File: config.mk
export PLATFORM = sky130hd
export DESIGN_NAME = uart_mmio_ctrl
export DESIGN_NICKNAME = d
export VERILOG_FILES = /design/src/rtl/uart_mmio_ctrl.sv
export SDC_FILE = /design/constraint.sdc
export NUM_CORES = 1
export LEC_CHECK = 0
export CAP_MARGIN = 20
export CELL_PAD_IN_SITES_DETAIL_PLACEMENT = 0
export CELL_PAD_IN_SITES_GLOBAL_PLACEMENT = 1
export CORE_MARGIN = 3
export CORE_UTILIZATION = 44
export DETAILED_ROUTE_END_ITERATION = 12
export PLACE_DENSITY_LB_ADDON = 0.1
export SYNTH_ARGS = -nofsm -noshare
export SYNTH_HDL_FRONTEND = slang
export SYNTH_SLANG_ARGS = --single-unit
File: constraint.sdc
create_clock -name clk -period 3 [get_ports clk]
set_input_delay 0.45 -clock clk [delete_from_list [all_inputs] [get_ports clk]]
set_output_delay 0.45 -clock clk [all_outputs]
set_load 0.02 [all_outputs]
File: src/rtl/uart_mmio_ctrl.sv
// ---------------------------------------------------------------------------
// uart_mmio_ctrl
//
// Memory-mapped UART sequencer for the RISC-V core. CPU loads and stores that
// fall in the 16-byte window at BASE_ADDR are decoded into a small register
// map. The controller owns two FIFOs:
//   - TX FIFO: filled by CPU stores to offset 0x8, drained into the UART
//     transmitter as a first-word-fall-through stream.
//   - RX FIFO: filled from the UART receiver, drained by CPU loads of 0x4.
// The CPU never waits on the UART: full FIFOs drop bytes and raise sticky flags.
//
// Register map (offset from BASE_ADDR):
//   0x0 status  R : {tx_drop, tx_idle, rx_overrun, rx_not_empty, tx_not_full}
//               W : wbe[0] && wdata[2] clears rx_overrun,
//                   wbe[0] && wdata[4] clears tx_drop
//   0x4 rx data R : head byte of the RX FIFO, popped (0 when empty)
//   0x8 tx data W : wbe[0] pushes wdata[7:0]; reads return 0
//   0xC counts  R : {16'b0, rx_count[7:0], tx_count[7:0]}
//
// Handshakes (both UART sides): a byte moves on a clock edge where valid and
// ready are both high. The producer holds data stable while valid && !ready.
//
// Ports:
//   clk, rst_n          clock, asynchronous active-low reset
//   addr, wdata, wbe    CPU bus address, store data, store byte enables
//   re                  CPU load strobe (ignored when wbe is nonzero)
//   rdata               registered load data, held until the next load
//   tx_data/valid/ready stream to the UART transmitter
//   rx_data/valid/ready stream from the UART receiver
//   tx_count, rx_count  FIFO occupancies (0..DEPTH)
// ---------------------------------------------------------------------------
module uart_mmio_ctrl #(
    parameter int          DEPTH     = 8,
    parameter logic [31:0] BASE_ADDR = 32'h8000_0000,
    parameter int          CNT_W     = $clog2(DEPTH) + 1
) (
    input  logic             clk,
    input  logic             rst_n,
    input  logic [31:0]      addr,
    input  logic [31:0]      wdata,
    input  logic [3:0]       wbe,
    input  logic             re,
    output logic [31:0]      rdata,
    output logic [7:0]       tx_data,
    output logic             tx_valid,
    input  logic             tx_ready,
    input  logic [7:0]       rx_data,
    input  logic             rx_valid,
    output logic             rx_ready,
    output logic [CNT_W-1:0] tx_count,
    output logic [CNT_W-1:0] rx_count
);

    localparam int PTR_W = $clog2(DEPTH);
    localparam logic [CNT_W-1:0] FULL_CNT = CNT_W'(DEPTH);
    localparam logic [PTR_W-1:0] PTR_ONE  = PTR_W'(1);

    // ---------------------------------------------------------------------
    // Bus decode
    // ---------------------------------------------------------------------
    logic       sel;
    logic [3:0] offset;
    logic       wr_any;
    logic       rd_en;
    logic       hit_status;
    logic       hit_rx;
    logic       hit_tx;
    logic       hit_count;

    assign sel        = (addr[31:4] == BASE_ADDR[31:4]);
    assign offset     = addr[3:0];
    assign wr_any     = |wbe;
    // A store in the same cycle wins; the load is dropped entirely.
    assign rd_en      = re && !wr_any;
    assign hit_status = sel && (offset == 4'h0);
    assign hit_rx     = sel && (offset == 4'h4);
    assign hit_tx     = sel && (offset == 4'h8);
    assign hit_count  = sel && (offset == 4'hC);

    // ---------------------------------------------------------------------
    // Storage and pointers
    // ---------------------------------------------------------------------
    logic [7:0]       tx_mem [DEPTH];
    logic [7:0]       rx_mem [DEPTH];
    logic [PTR_W-1:0] tx_wr_ptr;
    logic [PTR_W-1:0] tx_rd_ptr;
    logic [PTR_W-1:0] rx_wr_ptr;
    logic [PTR_W-1:0] rx_rd_ptr;
    logic             rx_overrun;
    logic             tx_drop;

    // ---------------------------------------------------------------------
    // TX FIFO control
    // ---------------------------------------------------------------------
    logic tx_full;
    logic tx_empty;
    logic tx_push_req;
    logic tx_push;
    logic tx_pop;
    logic tx_drop_set;
    logic tx_drop_clr;

    assign tx_full     = (tx_count == FULL_CNT);
    assign tx_empty    = (tx_count == '0);
    assign tx_valid    = !tx_empty;
    assign tx_data     = tx_mem[tx_rd_ptr];
    assign tx_pop      = tx_valid && tx_ready;
    assign tx_push_req = hit_tx && wbe[0];
    // When full, a same-cycle pop frees the slot the push lands in.
    assign tx_push     = tx_push_req && (!tx_full || tx_pop);
    assign tx_drop_set = tx_push_req && tx_full && !tx_pop;
    assign tx_drop_clr = hit_status && wbe[0] && wdata[4];

    // ---------------------------------------------------------------------
    // RX FIFO control
    // ---------------------------------------------------------------------
    logic rx_full;
    logic rx_empty;
    logic rx_push_req;
    logic rx_push;
    logic rx_pop;
    logic rx_ovr_set;
    logic rx_ovr_clr;

    assign rx_full     = (rx_count == FULL_CNT);
    assign rx_empty    = (rx_count == '0);
    assign rx_pop      = hit_rx && rd_en && !rx_empty;
    assign rx_push_req = rx_valid && rx_ready;
    assign rx_push     = rx_push_req && (!rx_full || rx_pop);
    assign rx_ovr_set  = rx_push_req && rx_full && !rx_pop;
    assign rx_ovr_clr  = hit_status && wbe[0] && wdata[2];

    // ---------------------------------------------------------------------
    // Load data
    // ---------------------------------------------------------------------
    logic [7:0]  tx_cnt8;
    logic [7:0]  rx_cnt8;
    logic [31:0] rdata_next;

    assign tx_cnt8 = 8'(tx_count);
    assign rx_cnt8 = 8'(rx_count);

    always_comb begin
        rdata_next = '0;
        if (hit_status) begin
            rdata_next = {27'b0, tx_drop, tx_empty, rx_overrun, !rx_empty, !tx_full};
        end else if (hit_rx) begin
            if (!rx_empty) begin
                rdata_next = {24'b0, rx_mem[rx_rd_ptr]};
            end
        end else if (hit_count) begin
            rdata_next = {16'b0, rx_cnt8, tx_cnt8};
        end
    end

    // ---------------------------------------------------------------------
    // Sequential state
    // ---------------------------------------------------------------------
    always_ff @(posedge clk or negedge rst_n) begin
        if (!rst_n) begin
            rdata      <= '0;
            rx_ready   <= 1'b0;
            tx_wr_ptr  <= '0;
            tx_rd_ptr  <= '0;
            tx_count   <= '0;
            rx_wr_ptr  <= '0;
            rx_rd_ptr  <= '0;
            rx_count   <= '0;
            rx_overrun <= 1'b0;
            tx_drop    <= 1'b0;
        end else begin
            // Receiver side is always able to take a byte once out of reset;
            // overflow is handled by dropping, not by back-pressure.
            rx_ready <= 1'b1;

            if (rd_en) begin
                rdata <= rdata_next;
            end

            if (tx_push) begin
                tx_wr_ptr <= tx_wr_ptr + PTR_ONE;
            end
            if (tx_pop) begin
                tx_rd_ptr <= tx_rd_ptr + PTR_ONE;
            end
            if (tx_push && !tx_pop) begin
                tx_count <= tx_count + 1'b1;
            end else if (!tx_push && tx_pop) begin
                tx_count <= tx_count - 1'b1;
            end

            if (rx_push) begin
                rx_wr_ptr <= rx_wr_ptr + PTR_ONE;
            end
            if (rx_pop) begin
                rx_rd_ptr <= rx_rd_ptr + PTR_ONE;
            end
            if (rx_push && !rx_pop) begin
                rx_count <= rx_count + 1'b1;
            end else if (!rx_push && rx_pop) begin
                rx_count <= rx_count - 1'b1;
            end

            // Set has priority over clear on the sticky flags.
            if (tx_drop_set) begin
                tx_drop <= 1'b1;
            end else if (tx_drop_clr) begin
                tx_drop <= 1'b0;
            end
            if (rx_ovr_set) begin
                rx_overrun <= 1'b1;
            end else if (rx_ovr_clr) begin
                rx_overrun <= 1'b0;
            end
        end
    end

    // FIFO contents are not reset; occupancy alone defines validity.
    always_ff @(posedge clk) begin
        if (tx_push) begin
            tx_mem[tx_wr_ptr] <= wdata[7:0];
        end
        if (rx_push) begin
            rx_mem[rx_wr_ptr] <= rx_data;
        end
    end

    logic unused_wdata;
    assign unused_wdata = ^wdata[31:8];

endmodule
[Yosys cells after proc, flatten, opt, wreduce, memory -nomap -nowiden]
Memory sizes are Yosys's and may differ from the RTL's.
Cells that the tools add are included.
W data, S select, Z words.
Storage, ports and cells
  register bits after elaboration: 55
  output and inout port bits: 50
  bits in writable memories: 128
  memories kept: 2
  word-level logic and storage cells: 84
Memories
  rx_mem: depth 8, bits a word 8, rd ports 1, clocked after Yosys merged registers in 0, write ports 1, RTL line 84  | logic [7:0] rx_mem [DEPTH];
  tx_mem: depth 8, bits a word 8, rd ports 1, clocked after Yosys merged registers in 0, write ports 1, RTL line 83  | logic [7:0] tx_mem [DEPTH];
Operators by class
  reductions and logical operators: 42
  multiplexer cells: 16
  equality and inequality tests: 6
  add/subtract/negate cells: 8
Operators by type and width (number)
  $mux W32: 2
  $eq A28 B28 Y1 const B: 1
  $logic_and A1 B1 Y1: 23
  $eq A4 B4 Y1 const B: 4
  $mux W4: 4
  $add A3 B1 Y3 const B: 4
  $logic_not A4 Y1: 3
  $mux W12: 1
  $logic_not A1 Y1: 9
  $add A4 B1 Y4 const B: 2
  $mux W1: 8
  $mux W8: 1
  $reduce_bool A2 Y1: 4
  $sub A4 B1 Y4 const B: 2
  $eq A4 B3 Y1 const B: 1
  $reduce_or A4 Y1: 1
  $logic_or A1 B1 Y1: 2

[Longest topological paths before layout]
Gate-level depths: netlist of the first run.
  depth in word-level cells: 11
  depth in mapped cells: 13
  gate-level depth less buffers: 13

[Worst setup path before layout of the first run]
Ideal clock, no wire load.
  path type: input to register
  from: in addr[14]
  to: reg rx_count[3]
  data arrival time: 2672 ps
  path buffers: 0
  required time: 2867 ps
  cell stages on the path: 13
  slack: 195 ps
  path through: nor4_1 > nand3_2 > nor4_4 > o21bai_2 > inv_1 > ha_1 > inv_1 > ha_1 > a21o_1 > a21oi_1 > xnor2_1 > nor2_1 > xor2_1
Between the ends
  word-level cells in the longest chain between the ends: 9
  elaborated cells on any way between the ends: 12
RTL lines
  from (decl): RTL line 39  | input logic [31:0] addr,
  $eq A28 B28 Y1 *: RTL line 70  | assign sel = (addr[31:4] == BASE_ADDR[31:4]);
  $logic_and A1 B1 Y1 *: RTL line 76  | assign hit_rx = sel && (offset == 4'h4);
  $logic_and A1 B1 Y1 * (2 in series): RTL line 127  | assign rx_pop = hit_rx && rd_en && !rx_empty;
  $logic_or A1 B1 Y1 *: RTL line 129  | assign rx_push = rx_push_req && (!rx_full || rx_pop);
  $logic_and A1 B1 Y1 *: RTL line 129
  named net rx_push: RTL line 120  | logic rx_push;
  $logic_not A1 Y1: RTL line 200  | end else if (!rx_push && rx_pop) begin
  $logic_and A1 B1 Y1: RTL line 200
  $reduce_bool A2 Y1 (no source line)
  to (signal assigned): RTL line 199  | rx_count <= rx_count + 1'b1;
  to (signal assigned): RTL line 201  | rx_count <= rx_count - 1'b1;
  to (decl): RTL line 51  | output logic [CNT_W-1:0] rx_count
The timed path passes the listed nets; every way through them passes the cells marked *.
A chain may end at the register's enable or synchronous reset.

[Worst setup path after layout of the first run]
  from: in addr[28]
  to: reg rx_count[3]
The elaborated chain is that of the path after synthesis.

==> results of run 1 <==
==> registers in the layout (all words and copies together) (netlist names) <==
signal,cells
rx_count,4
tx_wr_ptr,3
rx_mem,64
tx_rd_ptr,3
tx_drop,1
rx_rd_ptr,3
rdata,12
tx_mem,64
rx_ready,1
tx_count,4
rx_overrun,1
rx_wr_ptr,3
==> critical path, stage by stage <==
cell and delay (ns):
clkdlybuf4s50_1 0.45, nor4b_4 0.33, nand4_4 0.18, nor4_4 0.36
o21bai_2 0.09, inv_1 0.06, ha_1 0.16, inv_1 0.06
ha_1 0.26, a21o_1 0.17, a21oi_1 0.17, xnor2_1 0.13
nor2_1 0.06, xor2_1 0.14
==> layout by cell type (no fill, tap or decap), types with 4 or more instances in the layout <==
master	instances
mux4_2	32
conb_1	21
mux2i_1	4
dfrtp_1	34
nand2b_1	4
o21ai_0	6
nor2_1	9
edfxtp_1	128
inv_6	4
mux2_2	15
a21oi_1	4
clkbuf_16	17
nand3_1	8
buf_4	49
nand2_1	29
nor4_1	5
clkdlybuf4s50_1	85
xnor2_1	13
nor4_4	4
nor3_1	10
ha_1	10
==> per-stage QoR <==
step / setup slack (ns) / util
floorplan: 0.195 / -
global placement: -0.279 / 0.545
detailed placement: -0.311 / 0.545
CTS: 0.136 / 0.582
global route: 0.0307 / 0.583
finish: 0.217 / 0.583
==> timing repair <==
action                     CTS  global route
setup endpoints to repair    8             1
gates cloned                 0             0
resized for setup            1             1
==> power groups by stage <==
stage               clock network, mW  logic [mW]  registers, mW
finish                           2.08       0.603           2.67
global route                     2.23       0.659           2.69
CTS                              2.13       0.611           2.67
detailed placement                  0       0.610           2.72
global placement                    0       0.595           2.72
floorplan                           0       0.302           2.73
==> synthesized netlist by cell type, types with 3 or more instances <==
master / n
nand2b_1: 4
ha_1: 10
clkbuf_1: 3
buf_1: 3
xnor2_1: 13
nand2_1: 29
xor2_1: 3
inv_1: 3
nand2_2: 3
o31ai_1: 3
mux2_2: 15
edfxtp_1: 128
mux4_2: 32
nand3_1: 8
nor4_4: 4
buf_4: 20
nor3_1: 10
dfrtp_1: 35
o21ai_0: 6
mux2i_1: 4
nor4_1: 6
nor2_1: 9
buf_2: 7
a21oi_1: 4
==> final cells by class <==
| class | instances | area [um2] | share of cell area |
|---|---|---|---|
| sequential | 163 | 4720 | 0.525 |
| multi-input combinational | 225 | 2170 | 0.242 |
| tap | 211 | 264 | 0.0294 |
| inverter | 4 | 15.0 | 0.00167 |
| clock buffer | 20 | 447 | 0.0497 |
| clock inverter | 12 | 124 | 0.0138 |
| timing repair buffer | 136 | 1240 | 0.138 |
==> worst max-delay path by stage <==
stage	cells after the start	start	endpoint
after global placement	14	addr[4]	rx_count[3]$_DFFE_PN0P_
final	14	addr[28]	rx_count[3]$_DFFE_PN0P_
after global routing	14	addr[14]	rx_count[3]$_DFFE_PN0P_
after detailed placement	14	addr[4]	rx_count[3]$_DFFE_PN0P_
after CTS	14	addr[4]	rx_count[3]$_DFFE_PN0P_
after floorplan	13	addr[14]	rx_count[3]$_DFFE_PN0P_
==> cell families after synthesis <==
| family | Yosys count |
|---|---|
| flip-flops | 163 |
| AND/OR/NAND/NOR | 94 |
| multiplexers | 54 |
| buffers and inverters | 37 |
| AO/OA/AOI/OAI | 28 |
| XOR/XNOR | 16 |
| adder cells (fa/ha/maj) | 12 |
| other | 2 |
==> layer usage <==
metal | track usage | vias to the layer above
met4 | 0.0520 | 0
met1 | 0.230 | 1965
met5 | 0 | -
met3 | 0.0376 | 13
li1 | - | 1838
met2 | 0.291 | 99
==> flow_metrics.py, run 1 <==
metrics = {
    "synthesis": {
        "synth_top_area_cell": "edfxtp_1",
        "synthTopCellsByArea": "edfxtp_1 55%, dfrtp_1 12%, mux4_2 10%, mux2_2 2.4%, buf_4 2.1%",
        "synth-edff-count": 128,
        "synth_top_area_share": 0.547,
        "muxShareOfSynthArea": 0.138,
        "synth-seq-cells": 163,
        "netlist_area_um2": 7030,
        "synth-simple-area-share": 0.0872,
        "async_flop_share": 0.215,
        "synth_compound_area_frac": 0.0279,
        "yosysSeqAreaShare": 0.671,
        "synthCells": 406,
        "synthFlopType": "edfxtp_1",
        "ys_warn_count": 0,
        "yosysUniqueCellTypes": 55,
        "synth_top_family_by_area": "multiplexers",
        "synth.avg_cell_area_um2": 17.3,
        "yosys.area_share.adder": 0.0235,
        "yosys.area_share.xor_xnor": 0.0199,
    },
    "drt": {
        "ant_nets": 0,
        "route.met3.wl_um": 552,
        "initialDrtViolationCount": 150,
        "routedWlPerCell_um": 18.7,
        "avgViaCountPerCell": 5.08,
        "drt-total-wl_mm": 14.4,
        "wl_met2_mm": 7.39,
        "via_count": 3915,
        "first_pass_iters": 4,
        "wl_met1_mm": 6.31,
        "dr.max_layer_used": "met4",
        "drc": 0,
    },
    "global_routing": {
        "grt_pass1_vias": 4164,
        "grt_first_pass_wirelength_mm": 23.2,
        "grtUsageTotal": 0.174,
        "grt-ovfl-total": 0,
        "grt_max_degree": 36,
        "antenna_found_initial": 0,
    },
    "pwr": {
        "power_density_nw_per_um2": 596,
        "internal_power_mw": 4.06,
        "leakagePower_nw": 3.19,
        "finalPower_mw": 5.35,
        "switchingPower_mw": 1.29,
        "pwr-share-seq": 0.499,
        "ir_worst_vdd_v": 0.000470,
        "switching_share": 0.242,
        "pwr-share-comb": 0.113,
        "p_clk_frac": 0.388,
    },
    "floorplan": {
        "die_h_um": 132,
        "io_pins": 131,
        "fp.dieW_um": 132,
        "rows": 45,
        "start_util": 0.456,
        "coreArea_um2": 15400,
        "dieArea_um2": 17500,
    },
    "timing": {
        "hold_violations": 0,
        "layout_min_cycle_time_ns": 2.78,
        "clock-skew-final_ns": 0.0102,
        "setup_viol": 0,
        "drv_slew": 0,
        "max_slew.worst_pin.slew_ns": 0.815,
        "relSlewSlack": 0.456,
        "tns_ns": 0,
        "whs_ns": 0.122,
        "max_freq_ghz": 0.359,
        "rsz0062_at_grt": "no",
        "fin_crit_sh": 0.928,
    },
    "worst_hold_path": {
        "worstHoldPathType": "input port to asynchronous set/reset pin",
    },
    "worst_setup_path": {
        "r2r_setup_slack_ns": 0.59,
        "r2r-end": "rx_count[3]$_DFFE_PN0P_",
        "crit_path_end_kind": "flop",
        "timing_worst_setup_path_type": "input port to flop",
        "start_kind": "input port",
        "worstRegToRegCells": 12,
        "cp.arrival_ns": 3.08,
        "crit_required_ns": 3.30,
        "rr_startpoint": "rx_count[1]$_DFFE_PN0P_",
        "cp_max_fo": 3,
    },
    "clocking": {
        "cts.sinks": 163,
        "clk_pin_slew_ns": 0.06,
        "cts_buffers": 17,
        "cts-root-buf": "clkbuf_16",
        "cts_setup_buffers": 0,
        "htreeDepth": 4,
        "cts_buffer_depth": 2,
        "clock_latency_ns": 0.42,
        "cts-hold-fix-buffers": 0,
        "cts_tree": "built",
    },
    "placement": {
        "io_buffers": 86,
        "dpl_cell_area_um2": 8410,
        "globalplace.congestion": 0.748,
        "hpwl_mm": 10.0,
        "place_inst": 739,
    },
    "finish": {
        "nets": 640,
        "syn2layout_area_growth_pct": 27.8,
        "final_cell_count_no_fill": 771,
        "layout-drive-gt1-share": 0.271,
        "fin_area_um2": 8990,
        "antenna_cells": 0,
        "n_fill_cell": 1248,
    },
    "run": {
        "maxCapViolCount": 0,
    },
    "run_status": {
        "outcome": "finished clean",
    },
}
(Power assumes the default switching activity.)
==> run 2, diff against run 1 <==
==> constraint.sdc (replaced) <==
create_clock -name clk -period 3 [get_ports clk]
set_input_delay 0.3 -clock clk [delete_from_list [all_inputs] [get_ports clk]]
set_output_delay 0.3 -clock clk [all_outputs]
set_load 0.02 [all_outputs]
==> run 2 against run 1 <==
  * The flow now finishes with violations (negative hold slack)
  * Core utilization hardly changed
  * Die area is the same
  * Highest routed layer unchanged
  * Power increased by 3.8%
  * Worst setup slack lost 0.068 ns
  * Critical path depth shrank 11
  * Combinational power is essentially flat
  * Worst hold slack got worse by 0.14 ns
  * Clock skew increased by 0.0023 ns
==> flow_metrics.py, run 2 (synthesis gave the netlist of run 1 again) <==
metrics = {
    "finish": {
        "layout_common_cells": "128 x edfxtp_1, 85 x clkdlybuf4s50_1, 47 x buf_4",
        "reg_top3": "rx_mem x64, tx_mem x64, rdata x12",
        "fin_area_um2": 8990,
        "nets": 637,
        "final_common_cell": "edfxtp_1",
        "layout-drive-gt1-share": 0.260,
        "syn2layout_area_growth_pct": 27.9,
        "antenna_cells": 0,
        "n_fill_cell": 1234,
    },
    "pwr": {
        "finalPower_mw": 5.56,
        "leakagePower_nw": 3.20,
        "ir_worst_vdd_v": 0.000476,
        "power_density_nw_per_um2": 618,
    },
    "timing": {
        "max_slew.worst_pin.slew_ns": 0.843,
        "fin_crit_sh": 0.950,
        "layout_min_cycle_time_ns": 2.85,
        "whs_ns": -0.0186,
        "drv_slew": 0,
        "clock-skew-final_ns": 0.0125,
        "setup_ws_ns": 0.149,
        "relSlewSlack": 0.438,
        "hold_violations": 14,
        "max_freq_ghz": 0.351,
        "setup_viol": 0,
        "rsz0062_at_grt": "no",
    },
    "worst_setup_path": {
        "path_delay_family": "flip-flops",
        "crit_chain": "mux4_2 > mux2_2 > clkdlybuf4s50_1",
        "crit_path_end": "tx_data[2]",
        "crit_path_end_kind": "output port",
        "cp.depth": 3,
        "cp_max_fo": 18,
        "timing_worst_setup_path_type": "flop to output port",
        "r2r-end": "rx_count[3]$_DFFE_PN0P_",
        "crit_path_start": "tx_rd_ptr[1]$_DFFE_PN0P_",
        "slowest_delay_ns": 0.89,
        "cp.arrival_ns": 2.55,
        "rr_startpoint": "rx_count[1]$_DFFE_PN0P_",
        "worstRegToRegCells": 12,
        "r2r_setup_slack_ns": 0.58,
        "start_kind": "flop",
        "slowest_stage": "dfrtp_1",
        "crit_required_ns": 2.70,
        "path_buf_inv": 1,
    },
    "floorplan": {
        "dieArea_um2": 17500,
        "rows": 45,
        "fp.dieW_um": 132,
        "io_pins": 131,
        "start_util": 0.456,
        "coreArea_um2": 15400,
        "die_h_um": 132,
    },
    "clocking": {
        "cts-hold-fix-buffers": 0,
        "clk_pin_slew_ns": 0.06,
        "cts.sinks": 163,
        "post_cts_resized": 0,
        "cts_tree": "built",
        "htreeDepth": 4,
        "cts_setup_buffers": 0,
        "cts_buffer_depth": 2,
        "clock_latency_ns": 0.42,
        "cts-root-buf": "clkbuf_16",
        "cts_buffers": 17,
    },
    "worst_hold_path": {
        "worstHoldPathType": "input port to asynchronous set/reset pin",
    },
    "drt": {
        "first_pass_iters": 4,
        "routedWlPerCell_um": 18.9,
        "via_count": 3959,
        "drt-total-wl_mm": 14.5,
        "initialDrtViolationCount": 166,
        "avgViaCountPerCell": 5.15,
        "ant_nets": 0,
        "drc": 0,
    },
    "run_status": {
        "violations": "negative hold slack",
        "outcome": "complete, but fails checks",
    },
    "global_routing": {
        "antenna_found_initial": 0,
        "grt_max_degree": 36,
        "grt_first_pass_wirelength_mm": 24.1,
        "grtUsageTotal": 0.178,
        "grt-ovfl-total": 0,
        "grt_pass1_vias": 4301,
    },
    "placement": {
        "dp_slack_ns": -0.113,
        "io_buffers": 86,
        "dpl_cell_area_um2": 8370,
        "hpwl_mm": 10.2,
        "globalplace.congestion": 0.758,
    },
    "run": {
        "maxCapViolCount": 0,
    },
}
## run 2: cell type report
type / count / area, um2 / area share
Clock buffer: 21 / 440 / 0.0490
Multi-Input combinational cell: 225 / 2170 / 0.241
Clock inverter: 11 / 179 / 0.0199
Inverter: 4 / 15.0 / 0.00167
Timing Repair Buffer: 133 / 1210 / 0.134
Tap cell: 211 / 264 / 0.0294
Sequential cell: 163 / 4720 / 0.525
## run 2: worst reg2reg max path, cell delays in order (launching register included)
cell and delay (ns):
dfrtp_1 0.47, nor3_1 0.26, nand2_1 0.15, o21bai_2 0.17, inv_1 0.06, ha_1 0.20, inv_1 0.08, ha_1 0.23
a21o_1 0.18, a21oi_1 0.16, xnor2_1 0.13, nor2_1 0.06, xor2_1 0.14
## run 2: how the worst min path moves through the flow
stage                      from                  endpoint  cells after the start
final                     rst_n      rdata[9]$_DFFE_PN0N_                      1
after detailed placement  rst_n      rdata[9]$_DFFE_PN0N_                      1
after global placement    rst_n     rdata[10]$_DFFE_PN0N_                      1
after CTS                 rst_n      rdata[9]$_DFFE_PN0N_                      1
after global routing      rst_n  rx_wr_ptr[0]$_DFFE_PN0P_                      1
after floorplan           rst_n      rdata[0]$_DFFE_PN0N_                      0
## run 2: power by group
group          total (mW)  leakage, nW  switching [mW]  internal (mW)
clock network        2.28        0.298           0.871           1.41
registers            2.68         1.62           0.111           2.57
logic               0.600         1.28           0.298          0.302
total                5.56         3.20            1.28           4.28
## run 2: metrics by stage
stage	hold WS (ns)	utilization	std cells	TNS (ns)
final	-0.0186	0.583	768	0
after global routing	0.0527	0.583	768	0
after CTS	0.00540	0.583	768	0
after detailed placement	0.459	0.543	736	-0.141
after global placement	0.443	0.543	736	-0.136
after floorplan	0.00441	-	425	0
## run 2: per-layer routing
layer | GRT usage | vias up | wire (um)
met5 | 0 | - | 0
met4 | 0.0497 | 0 | 132
met3 | 0.0468 | 8 | 672
met2 | 0.295 | 98 | 7430
met1 | 0.234 | 2029 | 6260
li1 | - | 1824 | -
==> run 3, diff against run 2 <==
--- a/config.mk
+++ b/config.mk
@@ -12,6 +12,7 @@
 export CORE_UTILIZATION = 44
 export DETAILED_ROUTE_END_ITERATION = 12
 export PLACE_DENSITY_LB_ADDON = 0.1
+export SKIP_CTS_REPAIR_TIMING = 1
 export SYNTH_ARGS = -nofsm -noshare
 export SYNTH_HDL_FRONTEND = slang
 export SYNTH_SLANG_ARGS = --single-unit
==> results of run 3 <==
No change in the layout: final DEF, timing and power equal those of run 2.
